==> src/rtl/tl_pkg.sv <==
// Shared encodings for the traffic-light sequencer: controller states,
// lamp codes and a small sizing helper.
package tl_pkg;

  typedef enum logic [1:0] {
    S_A_GREEN  = 2'b00,
    S_A_YELLOW = 2'b01,
    S_B_GREEN  = 2'b10,
    S_B_YELLOW = 2'b11
  } state_t;

  localparam logic [1:0] L_GREEN  = 2'b00;
  localparam logic [1:0] L_YELLOW = 2'b01;
  localparam logic [1:0] L_RED    = 2'b10;

  function automatic int max3(input int a, input int b, input int c);
    int m;
    m = (a > b) ? a : b;
    return (m > c) ? m : c;
  endfunction

endpackage

==> src/rtl/tl_phase_timer.sv <==
// Saturating cycle counter: counts cycles spent in the current phase,
// cleared synchronously on a phase change, holds at SAT.
module tl_phase_timer #(
  parameter int W   = 4,
  parameter int SAT = 7
) (
  input  logic         clk,
  input  logic         reset,
  input  logic         clear,
  output logic [W-1:0] cnt
);

  localparam logic [W-1:0] SAT_VAL = W'(SAT);

  always_ff @(posedge clk or posedge reset) begin
    if (reset)
      cnt <= '0;
    else if (clear)
      cnt <= '0;
    else if (cnt != SAT_VAL)
      cnt <= cnt + 1'b1;
  end

endmodule

==> src/rtl/tl_sched_cntr.sv <==
// Timed two-street traffic-light sequencer with min/max green and fixed yellow.
// Define TL_ALL_RED_EN to insert an all-red CLEAR interval after each yellow.
module tl_sched_cntr
  import tl_pkg::*;
#(
  parameter int MIN_GREEN    = 4,
  parameter int MAX_GREEN    = 8,
  parameter int YELLOW_TIME  = 2,
  parameter int ALL_RED_TIME = 1
) (
  input  logic       clk,
  input  logic       reset,
  input  logic       Ta,
  input  logic       Tb,
  output logic [1:0] La,
  output logic [1:0] Lb,
  output logic [1:0] phase,
  output logic       switch_pulse
);

  localparam int CNT_TOP = max3(MAX_GREEN, YELLOW_TIME, ALL_RED_TIME);
  localparam int CW      = $clog2(CNT_TOP + 1);

  localparam logic [CW-1:0] MIN_LAST = CW'(MIN_GREEN - 1);
  localparam logic [CW-1:0] MAX_LAST = CW'(MAX_GREEN - 1);
  localparam logic [CW-1:0] YEL_LAST = CW'(YELLOW_TIME - 1);

  state_t        state;
  state_t        next_state;
  logic [CW-1:0] cnt;
  logic          clear_cnt;
  logic          enter_green;

`ifdef TL_ALL_RED_EN
  localparam logic [CW-1:0] CLR_LAST = CW'(ALL_RED_TIME - 1);

  // CLEAR is held in the yellow state encoding so phase keeps the yellow code.
  logic in_clear;
  logic next_in_clear;
  logic dir;
  logic next_dir;

  always_ff @(posedge clk or posedge reset) begin
    if (reset) begin
      in_clear <= 1'b0;
      dir      <= 1'b0;
    end else begin
      in_clear <= next_in_clear;
      dir      <= next_dir;
    end
  end
`endif

  always_ff @(posedge clk or posedge reset) begin
    if (reset) begin
      state        <= S_A_GREEN;
      switch_pulse <= 1'b0;
    end else begin
      state        <= next_state;
      switch_pulse <= enter_green;
    end
  end

  always_comb begin
    next_state  = state;
    enter_green = 1'b0;
`ifdef TL_ALL_RED_EN
    next_in_clear = in_clear;
    next_dir      = dir;
`endif
    case (state)
      S_A_GREEN:
        if (cnt >= MIN_LAST && (!Ta || (Tb && cnt >= MAX_LAST)))
          next_state = S_A_YELLOW;
      S_B_GREEN:
        if (cnt >= MIN_LAST && (!Tb || (Ta && cnt >= MAX_LAST)))
          next_state = S_B_YELLOW;
      default: begin
`ifdef TL_ALL_RED_EN
        if (in_clear) begin
          if (cnt == CLR_LAST) begin
            next_in_clear = 1'b0;
            next_state    = dir ? S_B_GREEN : S_A_GREEN;
            enter_green   = 1'b1;
          end
        end else if (cnt == YEL_LAST) begin
          next_in_clear = 1'b1;
          next_dir      = (state == S_A_YELLOW);
        end
`else
        if (cnt == YEL_LAST) begin
          next_state  = (state == S_A_YELLOW) ? S_B_GREEN : S_A_GREEN;
          enter_green = 1'b1;
        end
`endif
      end
    endcase
`ifdef TL_ALL_RED_EN
    clear_cnt = (next_state != state) || (next_in_clear != in_clear);
`else
    clear_cnt = (next_state != state);
`endif
  end

  always_comb begin
    La = L_RED;
    Lb = L_RED;
    case (state)
      S_A_GREEN:  La = L_GREEN;
      S_A_YELLOW: La = L_YELLOW;
      S_B_GREEN:  Lb = L_GREEN;
      default:    Lb = L_YELLOW;
    endcase
`ifdef TL_ALL_RED_EN
    if (in_clear) begin
      La = L_RED;
      Lb = L_RED;
    end
`endif
  end

  assign phase = state;

  tl_phase_timer #(
    .W   (CW),
    .SAT (CNT_TOP - 1)
  ) u_timer (
    .clk   (clk),
    .reset (reset),
    .clear (clear_cnt),
    .cnt   (cnt)
  );

endmodule

==> config.mk <==
export PLATFORM = sky130hd
export DESIGN_NAME = tl_sched_cntr
export DESIGN_NICKNAME = d
export VERILOG_FILES = /design/src/rtl/tl_pkg.sv /design/src/rtl/tl_phase_timer.sv /design/src/rtl/tl_sched_cntr.sv
export SDC_FILE = /design/constraint.sdc
export NUM_CORES = 1
export LEC_CHECK = 0
export BUFFER_PORTS_ARGS = -buffer_cell sky130_fd_sc_hd__buf_2
export CELL_PAD_IN_SITES_DETAIL_PLACEMENT = 1
export CELL_PAD_IN_SITES_GLOBAL_PLACEMENT = 1
export CORE_AREA = 2 2 39 41
export CTS_BUF_LIST = sky130_fd_sc_hd__clkbuf_16
export DETAILED_ROUTE_END_ITERATION = 8
export DIE_AREA = 0 0 41 43
export PLACE_DENSITY = 0.63
export SLEW_MARGIN = 15
export SYNTH_ARGS = -nofsm -noshare
export SYNTH_HDL_FRONTEND = slang
export SYNTH_SLANG_ARGS = --single-unit
==> constraint.sdc <==
create_clock -name clk -period 3.85 [get_ports clk]
set_clock_uncertainty 0.15 [all_clocks]
set_input_delay 0.385 -clock clk [delete_from_list [all_inputs] [get_ports clk]]
set_output_delay 0.385 -clock clk [all_outputs]
set_load 0.05 [all_outputs]
==> results.py <==
metrics = {
    "synthesis": {
        "synthCells": 40,
        "ys_seq_elements": 7,
        "ys_warn_count": 0,
        "synth.avg_cell_area_um2": 10.5,
        "synthesis.area_um2": 422,
        "synth_fp_nets": 46,
        "ys_seq_area_share_pct": 41.5,
        "synth_cell_types": 21,
    },
    "sta": {
        "finalSetupViolations": 0,
        "fin_crit_sh_pct": 48.6,
        "fin_tns_setup_ps": 0,
        "max_freq_ghz": 0.535,
        "hold_viol_final": 0,
        "rsz0062_at_grt": "no",
        "finalCriticalPeriod_ps": 1870,
        "slew_viol_final": 0,
        "relSlewSlack_pct": 41.3,
        "worst_pin_slew_ps": 869,
    },
    "placed_design": {
        "port-buffer-count": 10,
        "dp_cells": 64,
        "place_area_um2": 483,
        "hpwlAfterDp_um": 672,
        "gp_congestion": 0.738,
    },
    "drt": {
        "highest_layer": "met4",
        "vias": 345,
        "wl_met1_um": 361,
        "drc_errors": 0,
        "wl_met3_um": 40,
        "viasPerCell": 5.00,
        "ant_nets": 0,
        "wl_um": 918,
        "drtPass1Iterations": 4,
        "wl_per_cell_um": 13.3,
        "initialDrtViolationCount": 1,
        "routed-wl-met2_um": 463,
    },
    "cells_and_area": {
        "multi_input_area_um2": 223,
        "n_antenna_cell": 0,
        "layout.nets": 60,
        "syn_to_final_growth_pct": 35.6,
        "num-fill-cells": 166,
        "stdcell_count": 69,
        "final-seq-area_um2": 175,
        "drive_above_1_share_pct": 34.0,
        "stdcell_area_um2": 572,
    },
    "global_route": {
        "overflow": 0,
        "grt_pass1_wl_um": 1350,
        "grt_max_degree": 9,
        "grt_pass1_vias": 321,
        "grtUsageTotal_pct": 12.7,
        "antenna_found_initial": 0,
    },
    "flow_run": {
        "maxCapViolCount": 0,
    },
    "clock_tree": {
        "htreeDepth": 1,
        "clockBufferDepth": 2,
        "tritoncts": "built",
        "cts.sinks": 7,
        "cts_buffers": 3,
        "cts_setup_buffers": 0,
        "clkLatencyLatePin_ps": 230,
        "clkTransAtPathRegs_ps": 40,
        "root_buffer": "clkbuf_16",
    },
    "worst_setup_path": {
        "cp-end-kind": "register",
        "required_ps": 3820,
        "path_cells": "inv_1, ha_1, nor4bb_1, a21oi_1, o21a_1",
        "critPathLaunchType": "register",
        "path_class": "register to register",
        "crit_arrival_ps": 1840,
        "reg2reg_from": "u_timer.cnt[1]",
        "cp-startpoint": "u_timer.cnt[1]",
        "slowest_delay_ps": 760,
        "critPathMaxFanout": 5,
        "cp_slowest_cell": "nor4bb_1",
    },
    "die": {
        "start_util_pct": 30.5,
        "die_h_um": 43,
        "core_um2": 1380,
        "rows": 14,
        "io_pins": 11,
        "die-area_um2": 1760,
        "dieWidth_um": 41,
    },
    "worst_hold_path": {
        "hold_path.startpoint": "phase[0]",
        "min_path_type": "register to register",
    },
    "run_status": {
        "status": "finished clean",
    },
}
[cells by family (layout without fill, tap and decap cells)]
logic type                 count (synthesis)  in the layout  share of synthesized area (%)
muxes                                      4              4                           11.0
adders and majority gates                  2              2                           5.93
xor gates and xnor gates                   2              2                           4.16
DFF                                        7              7                           41.5
AOI/OAI and AO/OA                          9              9                           15.1
and+or+nand+nor                           10             10                           16.6
buffers and inverters                      6             19                           5.63
[routing by layer]
metal	up-vias	global-route usage [%]
li1	166	-
met1	161	12.4
met2	13	19.1
met3	5	3.14
met4	0	14.0
met5	-	0
[final cells by class]
cell class | count | share of cell area (%)
clock buffer | 3 | 13.1
timing repair buffer | 11 | 10.5
multi-input combinational | 27 | 38.9
sequential | 7 | 30.6
inverter | 4 | 2.63
tap | 16 | 3.50
clock inverter | 1 | 0.656
[Yosys cell counts]
library cell,n,area share [%]
a211oi_1,2,3.6
a211oi_2,1,3.0
a21oi_1,4,4.7
and3_2,1,1.8
buf_2,1,1.2
clkbuf_1,1,0.89
dfrtp_1,7,42
ha_1,2,5.9
inv_1,4,3.6
mux2_1,1,2.7
mux2_4,1,3.6
mux2i_1,2,4.7
nand3_1,1,1.2
nand3b_1,1,1.8
nand3b_4,1,4.7
nor2_1,4,3.6
nor3_1,1,1.2
nor4bb_1,1,2.4
o21a_1,1,1.8
o21ai_2,1,2.1
xnor2_1,2,4.2
[metrics by stage]
step	hold slack (ps)	utilization [%]	setup slack (ps)
6_report	440	41.3	1980
5_1_grt	481	41.3	1820
4_1_cts	449	41.3	1940
3_5_place_dp	199	34.9	1950
3_3_place_gp	189	34.9	1990
2_1_floorplan	38.4	-	1470
[registers in the layout, summed over array words and instances (netlist names)]
signal        cells
u_timer.cnt       4
phase             2
switch_pulse      1
[critical path, delay by kind of cell (launching register included)]
| kind | cells | cell delay [ps] |
|---|---|---|
| simple gates | 1 | 760 |
| buf+inv | 1 | 80 |
| compound gates | 2 | 230 |
| flops | 1 | 390 |
| fa+ha+maj | 1 | 150 |
[repair_timing]
item / in CTS / in global routing
hold buffers: 1 / 0
hold endpoints to repair: 7 / 0
resized for setup: 0 / 0
[layout by cell type (no fill, tap or decap)]
master / instances
buf_2: 10
dfrtp_1: 7
inv_1: 5
a21oi_1: 4
nor2_1: 4
clkbuf_16: 3
mux2i_1: 2
xnor2_1: 2
a211oi_1: 2
ha_1: 2
mux2_1: 1
o21ai_2: 1
nand3_1: 1
nor3_1: 1
nand3b_4: 1
nor4bb_1: 1
o21a_1: 1
mux2_4: 1
a211oi_2: 1
and3_2: 1
nand3b_1: 1
dlygate4sd3_1: 1
[worst paths after layout]
kind / depth (start not counted) / slack, ps / endpoint
setup / recovery: 5 / 1980 / phase[0]
hold / removal: 1 / 440 / phase[0]
setup reg to reg: 5 / 1980 / phase[0]
hold reg to reg: 1 / 440 / phase[0]
max in group asynchronous: 3 / 2840 / u_timer.cnt[0]
min in group asynchronous: 3 / 490 / phase[0]
Power is left out: the tool's default activity adds up to more than one toggle a clock period on the data nets, which glitch-free logic cannot reach.
